### src/rtl/vital_pkg.sv
// ---------------------------------------------------------------------------
// vital_pkg
// Shared definitions for the vital-sign alarm monitor.
//   state_e     : monitor FSM state (NORMAL/PENDING/ALARM/RECOVERING), 2 bits
//   EVENT_MAX   : saturation value of the alarm-entry counter
//   count_width : bits needed to hold a confirm/clear count up to max_count
//   CNT_W       : width of the confirm/clear counters (counts are 1..15)
// ---------------------------------------------------------------------------
package vital_pkg;

    typedef enum logic [1:0] {
        ST_NORMAL     = 2'd0,
        ST_PENDING    = 2'd1,
        ST_ALARM      = 2'd2,
        ST_RECOVERING = 2'd3
    } state_e;

    localparam int EVENT_MAX = 255;

    function automatic int count_width(input int max_count);
        return $clog2(max_count + 1);
    endfunction

    localparam int CNT_W = count_width(15);

endpackage

### src/rtl/alarm_blinker.sv
// ---------------------------------------------------------------------------
// alarm_blinker
// Buzzer half-period generator. The buzzer phase starts high on restart and
// toggles every BLINK_HALF enabled cycles. Inputs are the *next-cycle* values
// from the monitor so the buzzer register lines up with the other outputs.
//   clock     : system clock, rising edge
//   resetN    : asynchronous active-low reset
//   i_enable  : alarm will be active next cycle; 0 clears the blink state
//   i_mute    : buzzer silenced next cycle (blinking keeps its phase)
//   i_restart : alarm is being freshly entered; phase restarts high
//   o_buzzer  : registered blink output
// ---------------------------------------------------------------------------
module alarm_blinker #(
    parameter int BLINK_HALF = 8
) (
    input  logic clock,
    input  logic resetN,
    input  logic i_enable,
    input  logic i_mute,
    input  logic i_restart,
    output logic o_buzzer
);

    localparam int HW = (BLINK_HALF > 1) ? $clog2(BLINK_HALF) : 1;

    logic [HW-1:0] r_cnt;
    logic [HW-1:0] w_cnt_next;
    logic          r_phase;
    logic          w_phase_next;
    logic          r_buzzer;

    always_comb begin
        w_cnt_next   = r_cnt;
        w_phase_next = r_phase;
        if (!i_enable) begin
            w_cnt_next   = '0;
            w_phase_next = 1'b0;
        end else if (i_restart) begin
            w_cnt_next   = '0;
            w_phase_next = 1'b1;
        end else if (r_cnt == HW'(BLINK_HALF - 1)) begin
            w_cnt_next   = '0;
            w_phase_next = ~r_phase;
        end else begin
            w_cnt_next   = r_cnt + HW'(1);
        end
    end

    always_ff @(posedge clock or negedge resetN) begin
        if (!resetN) begin
            r_cnt    <= '0;
            r_phase  <= 1'b0;
            r_buzzer <= 1'b0;
        end else begin
            r_cnt    <= w_cnt_next;
            r_phase  <= w_phase_next;
            r_buzzer <= w_phase_next & i_enable & ~i_mute;
        end
    end

    assign o_buzzer = r_buzzer;

endmodule

### src/rtl/vital_alarm_monitor.sv
// ---------------------------------------------------------------------------
// vital_alarm_monitor
// Confirms out-of-range vital-sign readings over consecutive samples, latches
// an alarm with its cause, blinks a buzzer until acknowledged and requires
// consecutive in-range samples before clearing.
//   clock/resetN            : clock (rising edge), async active-low reset
//   sampleValid             : comparator results valid this cycle
//   belowLow / aboveHigh    : low-limit / high-limit comparator results
//   alarmEnable             : level, 0 forces the monitor idle
//   alarmAck                : one-cycle acknowledge, mutes the buzzer
//   alarmActive             : ALARM or RECOVERING
//   causeLow / causeHigh    : latched causes, visible only while alarmActive
//   buzzer                  : blink output
//   monitorState            : FSM state encoding
//   alarmEvents             : saturating count of fresh ALARM entries
// ---------------------------------------------------------------------------
module vital_alarm_monitor
    import vital_pkg::*;
#(
    parameter int CONFIRM_COUNT = 4,
    parameter int CLEAR_COUNT   = 4,
    parameter int BLINK_HALF    = 8
) (
    input  logic       clock,
    input  logic       resetN,
    input  logic       sampleValid,
    input  logic       belowLow,
    input  logic       aboveHigh,
    input  logic       alarmEnable,
    input  logic       alarmAck,
    output logic       alarmActive,
    output logic       causeLow,
    output logic       causeHigh,
    output logic       buzzer,
    output logic [1:0] monitorState,
    output logic [7:0] alarmEvents
);

    state_e           r_state, w_state_next;
    logic [CNT_W-1:0] r_confirm, w_confirm_next;
    logic [CNT_W-1:0] r_clear, w_clear_next;
    logic             r_cause_low, w_cause_low_next;
    logic             r_cause_high, w_cause_high_next;
    logic             r_mute, w_mute_next;
    logic [7:0]       r_events, w_events_next;
    logic             r_active, r_cause_low_out, r_cause_high_out;
    logic             w_enter_alarm;
    logic             w_active, w_active_next;

    // Sample qualification: comparator levels only count on a strobe.
    logic w_smp_low, w_smp_high, w_oor, w_in_range;
    assign w_smp_low  = sampleValid & belowLow;
    assign w_smp_high = sampleValid & aboveHigh;
    assign w_oor      = w_smp_low | w_smp_high;
    assign w_in_range = sampleValid & ~w_oor;
    assign w_active   = (r_state == ST_ALARM) || (r_state == ST_RECOVERING);

    // Next-state and counter logic.
    always_comb begin
        w_state_next      = r_state;
        w_confirm_next    = r_confirm;
        w_clear_next      = r_clear;
        w_cause_low_next  = r_cause_low;
        w_cause_high_next = r_cause_high;
        w_enter_alarm     = 1'b0;
        if (!alarmEnable) begin
            w_state_next      = ST_NORMAL;
            w_confirm_next    = '0;
            w_clear_next      = '0;
            w_cause_low_next  = 1'b0;
            w_cause_high_next = 1'b0;
        end else begin
            // Causes accumulate on every oor sample; cleared below on exit.
            if (w_oor) begin
                w_cause_low_next  = r_cause_low | w_smp_low;
                w_cause_high_next = r_cause_high | w_smp_high;
            end
            unique case (r_state)
                ST_NORMAL: begin
                    if (w_oor) begin
                        if (CONFIRM_COUNT == 1) begin
                            w_state_next  = ST_ALARM;
                            w_enter_alarm = 1'b1;
                        end else begin
                            w_state_next   = ST_PENDING;
                            w_confirm_next = CNT_W'(1);
                        end
                    end
                end
                ST_PENDING: begin
                    if (w_oor) begin
                        if (r_confirm + CNT_W'(1) == CNT_W'(CONFIRM_COUNT)) begin
                            w_state_next   = ST_ALARM;
                            w_confirm_next = '0;
                            w_enter_alarm  = 1'b1;
                        end else begin
                            w_confirm_next = r_confirm + CNT_W'(1);
                        end
                    end else if (w_in_range) begin
                        w_state_next      = ST_NORMAL;
                        w_confirm_next    = '0;
                        w_cause_low_next  = 1'b0;
                        w_cause_high_next = 1'b0;
                    end
                end
                ST_ALARM: begin
                    if (w_in_range) begin
                        if (CLEAR_COUNT == 1) begin
                            w_state_next      = ST_NORMAL;
                            w_cause_low_next  = 1'b0;
                            w_cause_high_next = 1'b0;
                        end else begin
                            w_state_next = ST_RECOVERING;
                            w_clear_next = CNT_W'(1);
                        end
                    end
                end
                ST_RECOVERING: begin
                    if (w_oor) begin
                        w_state_next = ST_ALARM;
                        w_clear_next = '0;
                    end else if (w_in_range) begin
                        if (r_clear + CNT_W'(1) == CNT_W'(CLEAR_COUNT)) begin
                            w_state_next      = ST_NORMAL;
                            w_clear_next      = '0;
                            w_cause_low_next  = 1'b0;
                            w_cause_high_next = 1'b0;
                        end else begin
                            w_clear_next = r_clear + CNT_W'(1);
                        end
                    end
                end
                default: w_state_next = ST_NORMAL;
            endcase
        end
    end

    // Output-side next values: mute, event counter, alarm-active.
    always_comb begin
        w_active_next = (w_state_next == ST_ALARM) || (w_state_next == ST_RECOVERING);
        // Mute survives RECOVERING<->ALARM bounces; it only clears when the
        // alarm fully ends (or is disabled).
        if (!w_active_next) begin
            w_mute_next = 1'b0;
        end else begin
            w_mute_next = r_mute | (alarmAck & w_active);
        end
        w_events_next = r_events;
        if (w_enter_alarm && (r_events != 8'(EVENT_MAX))) begin
            w_events_next = r_events + 8'd1;
        end
    end

    always_ff @(posedge clock or negedge resetN) begin
        if (!resetN) begin
            r_state          <= ST_NORMAL;
            r_confirm        <= '0;
            r_clear          <= '0;
            r_cause_low      <= 1'b0;
            r_cause_high     <= 1'b0;
            r_mute           <= 1'b0;
            r_events         <= '0;
            r_active         <= 1'b0;
            r_cause_low_out  <= 1'b0;
            r_cause_high_out <= 1'b0;
        end else begin
            r_state          <= w_state_next;
            r_confirm        <= w_confirm_next;
            r_clear          <= w_clear_next;
            r_cause_low      <= w_cause_low_next;
            r_cause_high     <= w_cause_high_next;
            r_mute           <= w_mute_next;
            r_events         <= w_events_next;
            r_active         <= w_active_next;
            r_cause_low_out  <= w_cause_low_next & w_active_next;
            r_cause_high_out <= w_cause_high_next & w_active_next;
        end
    end

    alarm_blinker #(
        .BLINK_HALF (BLINK_HALF)
    ) u_blinker (
        .clock     (clock),
        .resetN    (resetN),
        .i_enable  (w_active_next),
        .i_mute    (w_mute_next),
        .i_restart (w_enter_alarm),
        .o_buzzer  (buzzer)
    );

    assign alarmActive  = r_active;
    assign causeLow     = r_cause_low_out;
    assign causeHigh    = r_cause_high_out;
    assign monitorState = r_state;
    assign alarmEvents  = r_events;

endmodule

### config.mk
export PLATFORM = sky130hd
export DESIGN_NAME = vital_alarm_monitor
export DESIGN_NICKNAME = d
export VERILOG_FILES = /design/src/rtl/vital_pkg.sv /design/src/rtl/alarm_blinker.sv /design/src/rtl/vital_alarm_monitor.sv
export SDC_FILE = /design/constraint.sdc
export NUM_CORES = 1
export LEC_CHECK = 0
export CAP_MARGIN = 15
export CORE_MARGIN = 1
export CORE_UTILIZATION = 50
export CTS_CLUSTER_SIZE = 8
export DETAILED_ROUTE_END_ITERATION = 10
export PLACE_DENSITY = 0.83
export REMOVE_ABC_BUFFERS = 1
export SLEW_MARGIN = 20
export SYNTH_ARGS = -nofsm -noshare
export SYNTH_HDL_FRONTEND = slang
export SYNTH_SLANG_ARGS = --single-unit
export TNS_END_PERCENT = 50
### constraint.sdc
create_clock -name clock -period 2 [get_ports clock]
set_input_delay 0.6 -clock clock [delete_from_list [all_inputs] [get_ports clock]]
set_output_delay 0.6 -clock clock [all_outputs]
set_load 0.02 [all_outputs]
* Yosys cells after proc, flatten, opt, wreduce, memory -nomap -nowiden *
Cells that the tools add are included.

word-level totals
  memory bits (read-only) = 0
  bits in writable memories = 0
  output and inout port bits = 14
  latch bits = 0
  word-level logic and storage cells = 102
  memories = 0
  flip-flop bits (word level) = 29

cells by class
  reduce and logical (&&, ||, !) cells = 6
  multiplexer cells = 49
  equal/unequal tests = 15
  order comparisons = 0
  bitwise gates (word level) = 15
  div/mod/pow operators = 0
  $add $sub $neg = 4
  $mul = 0
  shifts and indexed selects = 0

operator list
  operator             count
  $mux 4               10
  $mux 1               22
  $mux 2               9
  $pmux 4 s2           2
  $mux 3               3
  $add 4x1->4 const B  2
  $add 8x1->8 const B  1
  $and 1x1->1          8
  $eq 2x2->1 const B   4
  $eq 4x3->1 const B   2
  $ne 4x4->1 const B   2
  $ne 8x8->1 const B   1
  $pmux 2 s4           1
  $ne 3x1->1 const B   2
  $ne 3x3->1 const B   2
  $reduce_and 3->1     2
  $or 1x1->1           4
  $pmux 1 s2           2
  $add 3x1->3 const B  1
  $eq 3x3->1 const B   1
  $not 1->1            3
  $eq 2x1->1 const B   1
  $logic_not 2->1      1
  $logic_or 1x1->1     2
  $logic_and 1x1->1    1

* Longest topological paths before layout *
Gate-level depths: netlist (run 1).

  word-level depth = 13
  depth in mapped cells = 6

* Cells and area by module *
From an unflattened synthesis (run 1), not the netlist that was laid out.

unflattened totals
  cells, all modules = 151
  area total of the unflattened synthesis = 1570.3 um^2

modules (own cells, without submodules)
  module               instances  cells an instance  area each (um^2)
  vital_alarm_monitor  1          136                1367.6
  alarm_blinker        1          15                 202.7

* Worst setup path before layout (run 1) *
OpenSTA, ideal clock, no wires.

  kind = input -> register
  start point = input port sampleValid
  end point = register u_blinker.r_cnt[0]
  stages on the path = 6
  arrival time = 1.704 ns
  required time = 1.889 ns
  buffers on the path = 2
  path slack = 0.185 ns
  cells stage by stage = buf_6 and3b_1 nor2b_1 buf_2 and3_4 a2111oi_2

on the way
  longest elaborated chain between the ends = 11
  elaborated cells between the ends (all ways) = 21

ends and longest elaborated chain
  what                            RTL line                                               text
  from (decl)                     vital_alarm_monitor.sv:26                              input logic sampleValid,
  $and 1x1->1 (on tied branches)  vital_alarm_monitor.sv:52, vital_alarm_monitor.sv:53
  $or 1x1->1                      vital_alarm_monitor.sv:54                              assign w_oor = w_smp_low | w_smp_high;
  $not 1->1                       vital_alarm_monitor.sv:55                              assign w_in_range = sampleValid & ~w_oor;
  $and 1x1->1                     vital_alarm_monitor.sv:55
  $mux 2 (on tied branches)       vital_alarm_monitor.sv:122, vital_alarm_monitor.sv:99
  $mux 2 (on tied branches)       vital_alarm_monitor.sv:119, vital_alarm_monitor.sv:91
  $pmux 2 s4                      vital_alarm_monitor.sv:78                              unique case (r_state)
  $mux 2                          vital_alarm_monitor.sv:66                              if (!alarmEnable) begin
  $eq 2x2->1                      vital_alarm_monitor.sv:140                             w_active_next = (w_state_next == ST_ALARM) || (w_state_next == ST_RECOVERING);
  $logic_or 1x1->1                vital_alarm_monitor.sv:140
  $mux 3 *                        alarm_blinker.sv:35                                    if (!i_enable) begin
  net u_blinker.w_cnt_next[0]     alarm_blinker.sv:27                                    logic [HW-1:0] w_cnt_next;
  to (signal assigned)            alarm_blinker.sv:55                                    r_cnt <= w_cnt_next;
  to (decl)                       alarm_blinker.sv:26                                    logic [HW-1:0] r_cnt;

The timed path passes the listed nets; every way through them passes the cells marked *.
A chain may end at the register's enable or synchronous reset.

* Worst setup path after layout (run 1) *
  start point = input port aboveHigh
  end point = register u_blinker.r_cnt[1]

on the way
  longest elaborated chain between the ends = 11
  elaborated cells between the ends (all ways) = 20

ends and longest elaborated chain
  what                         RTL line                                               text
  from (decl)                  vital_alarm_monitor.sv:28                              input logic aboveHigh,
  $and 1x1->1 *                vital_alarm_monitor.sv:53                              assign w_smp_high = sampleValid & aboveHigh;
  $or 1x1->1 *                 vital_alarm_monitor.sv:54
  $not 1->1                    vital_alarm_monitor.sv:55
  $and 1x1->1                  vital_alarm_monitor.sv:55
  $mux 2 (on tied branches)    vital_alarm_monitor.sv:122, vital_alarm_monitor.sv:99
  $mux 2 (on tied branches)    vital_alarm_monitor.sv:119, vital_alarm_monitor.sv:91
  $pmux 2 s4                   vital_alarm_monitor.sv:78
  $mux 2                       vital_alarm_monitor.sv:66
  $eq 2x2->1                   vital_alarm_monitor.sv:140
  $logic_or 1x1->1             vital_alarm_monitor.sv:140
  $mux 3 *                     alarm_blinker.sv:35
  net u_blinker.w_cnt_next[1]  alarm_blinker.sv:27

Marks and branches as above.

==> results of run 1 <==
## worst max-delay path, delay by kind of cell
kind,cells,cell delay [ns]
AO/OA/AOI/OAI,2,0.65
buffers and inverters,2,0.60
AND/OR/NAND/NOR,2,0.32
## sequential cells by signal, summed over array words and instances, names as in the netlist
name	flops
alarmActive	1
alarmEvents	8
causeHigh	1
causeLow	1
monitorState	2
r_cause_high	1
r_cause_low	1
r_clear	4
r_confirm	4
r_mute	1
u_blinker.o_buzzer	1
u_blinker.r_cnt	3
u_blinker.r_phase	1
## routing by layer
| metal | routed length (um) | share of wire |
|---|---|---|
| met5 | 0 | 0 |
| met4 | 119 | 0.028 |
| met3 | 254 | 0.060 |
| met2 | 2210 | 0.52 |
| met1 | 1650 | 0.39 |
## area by class of cell
| cell class | count | area [um2] |
|---|---|---|
| Fill cell | 265 | 1070 |
| Multi-Input combinational cell | 124 | 938 |
| Sequential cell | 29 | 727 |
| Timing Repair Buffer | 51 | 453 |
| Tap cell | 46 | 57.6 |
| Clock buffer | 7 | 55.1 |
| Inverter | 10 | 37.5 |
## worst min-delay path by stage
stage                       startpoint                 end  slack [ns]  depth (start not counted)
floorplan                       resetN         alarmActive        0.30                          0
global placement    u_blinker.r_cnt[0]  u_blinker.r_cnt[0]        0.45                          1
detailed placement  u_blinker.r_cnt[0]  u_blinker.r_cnt[0]        0.46                          1
CTS                 u_blinker.r_cnt[0]  u_blinker.r_cnt[0]        0.47                          1
global route        u_blinker.r_cnt[0]  u_blinker.r_cnt[0]        0.49                          1
finish              u_blinker.r_cnt[0]  u_blinker.r_cnt[0]        0.47                          1
## logic make-up (layout without fill, tap and decap cells)
family / after synthesis / in the layout / share of synthesized area
flip-flops: 29 / 29 / 0.419
multiplexers: 2 / 2 / 0.0123
adder cells (fa/ha/maj): 7 / 7 / 0.0505
XOR/XNOR: 7 / 7 / 0.0354
AO/OA/AOI/OAI: 58 / 58 / 0.274
AND/OR/NAND/NOR: 50 / 50 / 0.162
buffers and inverters: 18 / 68 / 0.0469
## power by group
group	internal [mW]	total, mW	switching, mW
Clock	0.166	0.349	0.183
Sequential	0.594	0.598	0.00475
Combinational	0.0588	0.123	0.0647
Total	0.818	1.07	0.253
## synthesized netlist by cell type, drive strengths merged (5+ instances only)
library cell / instances
dfrtp: 29
nand2: 14
inv: 10
a31oi: 9
a211oi: 7
ha: 7
a2111oi: 6
a21oi: 6
o21ai: 6
xnor2: 6
buf: 5
nand3: 5
nand4: 5
nor2: 5
nor2b: 5
## repair_timing
action / 4_1_cts / 5_1_grt
pin swaps: 0 / 1
endpoints found under the hold margin: 0 / 0
resized for setup: 2 / 8
setup endpoints to repair: 2 / 9
buffers inserted: 0 / 1
hold buffers: 0 / 0
==> flow_metrics.tcl, run 1 <==
set metrics [dict create \
    run_status "completed" \
    startpoint "aboveHigh" \
    syn2layout_area_growth_pct 30.9 \
    die_w_um 60.9 \
    drt-wirelength-per-cell_um 15.8 \
    drcViolationCount 0 \
    met2_usage 0.440 \
    drive_above_1_share 0.222 \
    antenna_found_initial 0 \
    finalMaxSlewViolations 0 \
    start_util 0.519 \
    fin_ws_ns 0.0272 \
    reg2reg_from "alarmEvents[0]" \
    pre_cts_slack_ns -0.261 \
    cp-endpoint "u_blinker.r_cnt[1]" \
    clk_root_buffer_cell "clkbuf_4" \
    gp_congestion 0.873 \
    netlist.area_leader.share 0.419 \
    placed_cells 259 \
    timing.rr.end "alarmEvents[6]" \
    die_h_um 60.9 \
    critPathArrivalTime_ns 2.18 \
    async_flop_share 1.00 \
    nNetsFinal 235 \
    path_class "input port to flip-flop" \
    worst_setup_path_end_kind "flip-flop" \
    synth-seq-cells 29 \
    grt-busiest-layer "met2" \
    finalHoldViolations 0 \
    ff2ff_setup_slack_ns 0.08 \
    hp-class "flip-flop to flip-flop" \
    netlist_area_um2 1730 \
    vias 1600 \
    grt_max_degree 30 \
    drtIter0Drc 141 \
    worstMarginPinSlew_ns 0.481 \
    yosysSeqAreaShare 0.419 \
    io_buffers 20 \
    globalRouteOverflowTotal 0 \
    grt_pass1_wl_um 6770 \
    numCtsBuffers 5 \
    placed_cell_area_um2 2180 \
    ioPinCount 21 \
    worstPathRequired_ns 2.20 \
    hpwl_um 3090 \
    setup_viol 0 \
    ys_warn_count 0 \
    fmax_mhz 507 \
    clk_path_buf_depth 2 \
    synth_edf_count 0 \
    critical_path.startpoint_type "input port" \
    cts_tree "built" \
    ff2ff_path_depth 5 \
    insertion_delay_ns 0.32 \
    power_density_nw_per_um2 472 \
    maxCapViolCount 0 \
    use_met3 0.0597 \
    clock-skew-final_ns 0.00776 \
    fin_setup_tns_ns 0 \
    clk_pin_slew_worst_paths_ns 0.08 \
    yosys.area.top_type "dfrtp_1" \
    layout_min_cycle_time_ns 1.97 \
    design_area_um2 2270 \
    max-vdd-ir-drop_v 0.000368 \
    core_um2 3340 \
    slew_headroom 0.671 \
    path_cells "clkdlybuf4s50_1, o21ai_0, nor2b_1, buf_4, and3_4, a2111oi_2" \
    rows 21 \
    p_leak_nw 1.05 \
    fin_total_pwr_mw 1.07 \
    grt_usage 0.253 \
    yosysUniqueCellTypes 54 \
    critPathMaxFanout 5 \
    ant_nets 0 \
    synth_area_leaders "dfrtp_1 42%, ha_1 5.1%, a31oi_1 3.2%, nand2_1 3.0%, xnor2_1 3.0%" \
    mostFrequentLayoutCells "30 x buf_4, 28 x dfrtp_1, 14 x nand2_1, 14 x clkdlybuf4s50_1, 10 x inv_1" \
    whs_ns 0.472 \
    viasPerCell 5.99 \
    synth-main-ff-cell "dfrtp_1" \
    htreeDepth 2 \
    num_antenna_cells 0 \
    post-route-period-util 0.986 \
    fin_cells 267 \
    wl_um 4230 \
    grt_pass1_vias 1535 \
    crit_slowest_cell "clkdlybuf4s50_1" \
    die_area_um2 3710 \
    firstDrtPassIters 5 \
    syn_avg_cell_area_um2 10.1 \
    cts.sinks 29 \
    grtUsageMet1 0.288 \
    cp_slowest_stage_delay_ns 0.43 \
    fin_util 0.680 \
    layout_commonest_cell "buf_4" \
    syn_inst 171 \
]
Power figures use the tool's default switching activity.
==> run 2, diff against run 1 <==
--- a/config.mk
+++ b/config.mk
@@ -6,7 +6,7 @@
 export NUM_CORES = 1
 export LEC_CHECK = 0
 export CAP_MARGIN = 15
-export CORE_MARGIN = 1
+export CORE_ASPECT_RATIO = 2
 export CORE_UTILIZATION = 50
 export CTS_CLUSTER_SIZE = 8
 export DETAILED_ROUTE_END_ITERATION = 10
==> constraint.sdc (replaced) <==
create_clock -name clock -period 2 [get_ports clock]
set_input_delay 0.6 -clock clock [delete_from_list [all_inputs] [get_ports clock]]
set_output_delay 0.6 -clock clock [all_outputs]
set_load 0.01 [all_outputs]
==> run 2 against run 1 <==
  * Flip-flop and latch count is the same
  * Wire length increased by 5.7%
  * Hold slack gained 0.020 ns
  * The run now ends with design-rule violations left
==> flow_metrics.tcl, run 2 (synthesis results as in run 1) <==
set metrics [dict create \
    run_status "complete, but fails checks" \
    violations "design-rule violations" \
    cts.sinks 29 \
    fin_setup_tns_ns 0 \
    clk_path_buf_depth 2 \
    wl_um 4470 \
    pwr-share-comb 0.089 \
    fillers 226 \
    fmax_mhz 508 \
    htreeDepth 2 \
    internal_power_mw 1.06 \
    largest_reg_flops 8 \
    worstPathRequired_ns 2.16 \
    drive_above_1_share 0.233 \
    mostFrequentLayoutCells "31 x buf_4, 28 x dfrtp_1, 19 x clkdlybuf4s50_1, 14 x nand2_1, 10 x inv_1" \
    grt_usage 0.269 \
    clkPwrFrac 0.467 \
    power_density_nw_per_um2 583 \
    num_antenna_cells 0 \
    vias 1579 \
    start_util 0.537 \
    clock-skew-final_ns 0.00265 \
    core_um2 3230 \
    cp_slowest_stage_delay_ns 0.40 \
    ioPinCount 21 \
    grt_pass1_wl_um 7440 \
    die_w_um 43.6 \
    whs_ns 0.492 \
    pre_cts_slack_ns -0.282 \
    setup_viol 0 \
    io_buffers 20 \
    net-switching-power_mw 0.293 \
    fin_total_pwr_mw 1.35 \
    maxCapViolCount 0 \
    cp_top_family "compound AO/OA/AOI/OAI gates" \
    worstMarginPinSlew_ns 0.542 \
    syn2layout_area_growth_pct 33.7 \
    rsz0062_at_grt "yes" \
    grt_pass1_vias 1647 \
    viasPerCell 6.22 \
    placed_cell_area_um2 2180 \
    worst_setup_path_end_kind "flip-flop" \
    power_frac_seq 0.444 \
    drtIter0Drc 66 \
    holdCritStartpoint "u_blinker.r_cnt[0]" \
    path_class "flip-flop to flip-flop" \
    finalHoldViolations 0 \
    die_h_um 85.3 \
    grt_max_degree 30 \
    post-route-period-util 0.985 \
    finalMaxSlewViolations 0 \
    fin_cells 254 \
    slew_headroom 0.635 \
    startpoint "r_confirm[1]" \
    hp-class "flip-flop to flip-flop" \
    regArea_um2 727 \
    critPathArrivalTime_ns 2.13 \
    cts_tree "built" \
    antenna_found_initial 0 \
    numCtsBuffers 5 \
    reg2reg_from "r_confirm[1]" \
    nNetsFinal 236 \
    placed_cells 246 \
    rows 29 \
    firstDrtPassIters 7 \
    fin_ws_ns 0.0296 \
    gp_congestion 0.910 \
    design_area_um2 2320 \
    drcViolationCount 2 \
    layout_commonest_cell "buf_4" \
    multi_input_area_um2 942 \
    clk_pin_slew_worst_paths_ns 0.06 \
    crit_buf_inv 0 \
    p_leak_nw 1.03 \
    crit_slowest_cell "dfrtp_1" \
    clk_root_buffer_cell "clkbuf_8" \
    critPathMaxFanout 6 \
    drt-wirelength-per-cell_um 17.6 \
    critical_path.startpoint_type "flip-flop" \
    switching_share 0.217 \
    ant_nets 0 \
    layout_min_cycle_time_ns 1.97 \
    fin_util 0.718 \
    die_area_um2 3720 \
    globalRouteOverflowTotal 0 \
    max-vdd-ir-drop_v 0.000511 \
    path_cells "ha_1, nand4b_1, a211o_1, a21o_4, a2111oi_2" \
    hpwl_um 3320 \
    insertion_delay_ns 0.29 \
]
[run 2: changes by cell type in the layout (fill, tap and decap cells not counted), sizes merged]
cell,change
bufinv,+1
dlygate4sd2,-2
buf,+1
clkdlybuf4s50,+5
dlymetal6s2s,-3
[run 2: area by class of cell]
cell class,count,area share
multi-input cells,124,0.407
inverters,10,0.0162
repair buffers,52,0.197
well taps,31,0.0167
clock inverters,1,0.0130
flip-flops and latches,29,0.314
clock buffers,7,0.0373
[run 2: metal layers]
layer  share of wire  GRT usage  vias up
li1                -          -      756
met1            0.37      0.265      777
met2            0.58      0.505       40
met3           0.033     0.0426        6
met4           0.019      0.134        0
met5               0          0        -
[run 2: what timing repair did]
item,in CTS,in global routing
setup endpoints to repair,2,9
gates resized for setup,2,6
cloned,0,0
setup buffers,0,0
hold buffers,0,0
[run 2: worst reg2reg max path, stage by stage, from the launching register on]
cell and delay [ns]:
dfrtp_1 0.40, ha_1 0.27, nand4b_1 0.23, a211o_1 0.35, a21o_4 0.24, a2111oi_2 0.35
[run 2: path summary, 6_finish.rpt]
check                      slack [ns]  cells past startpoint                  to
min reg2reg                      0.49                      1  u_blinker.r_cnt[0]
max reg2reg                      0.03                      5  u_blinker.r_cnt[0]
min in group asynchronous        0.70                      2          r_clear[2]
max in group asynchronous        1.00                      2     monitorState[1]
min                              0.49                      1  u_blinker.r_cnt[0]
max                              0.03                      5  u_blinker.r_cnt[0]
[run 2: power groups by stage]
stage / Sequential, mW / Combinational, mW / Clock, mW
detailed placement: 0.610 / 0.117 / 0
CTS: 0.599 / 0.119 / 0.644
finish: 0.600 / 0.121 / 0.630
global placement: 0.610 / 0.113 / 0
global route: 0.600 / 0.132 / 0.660
floorplan: 0.616 / 0.0335 / 0
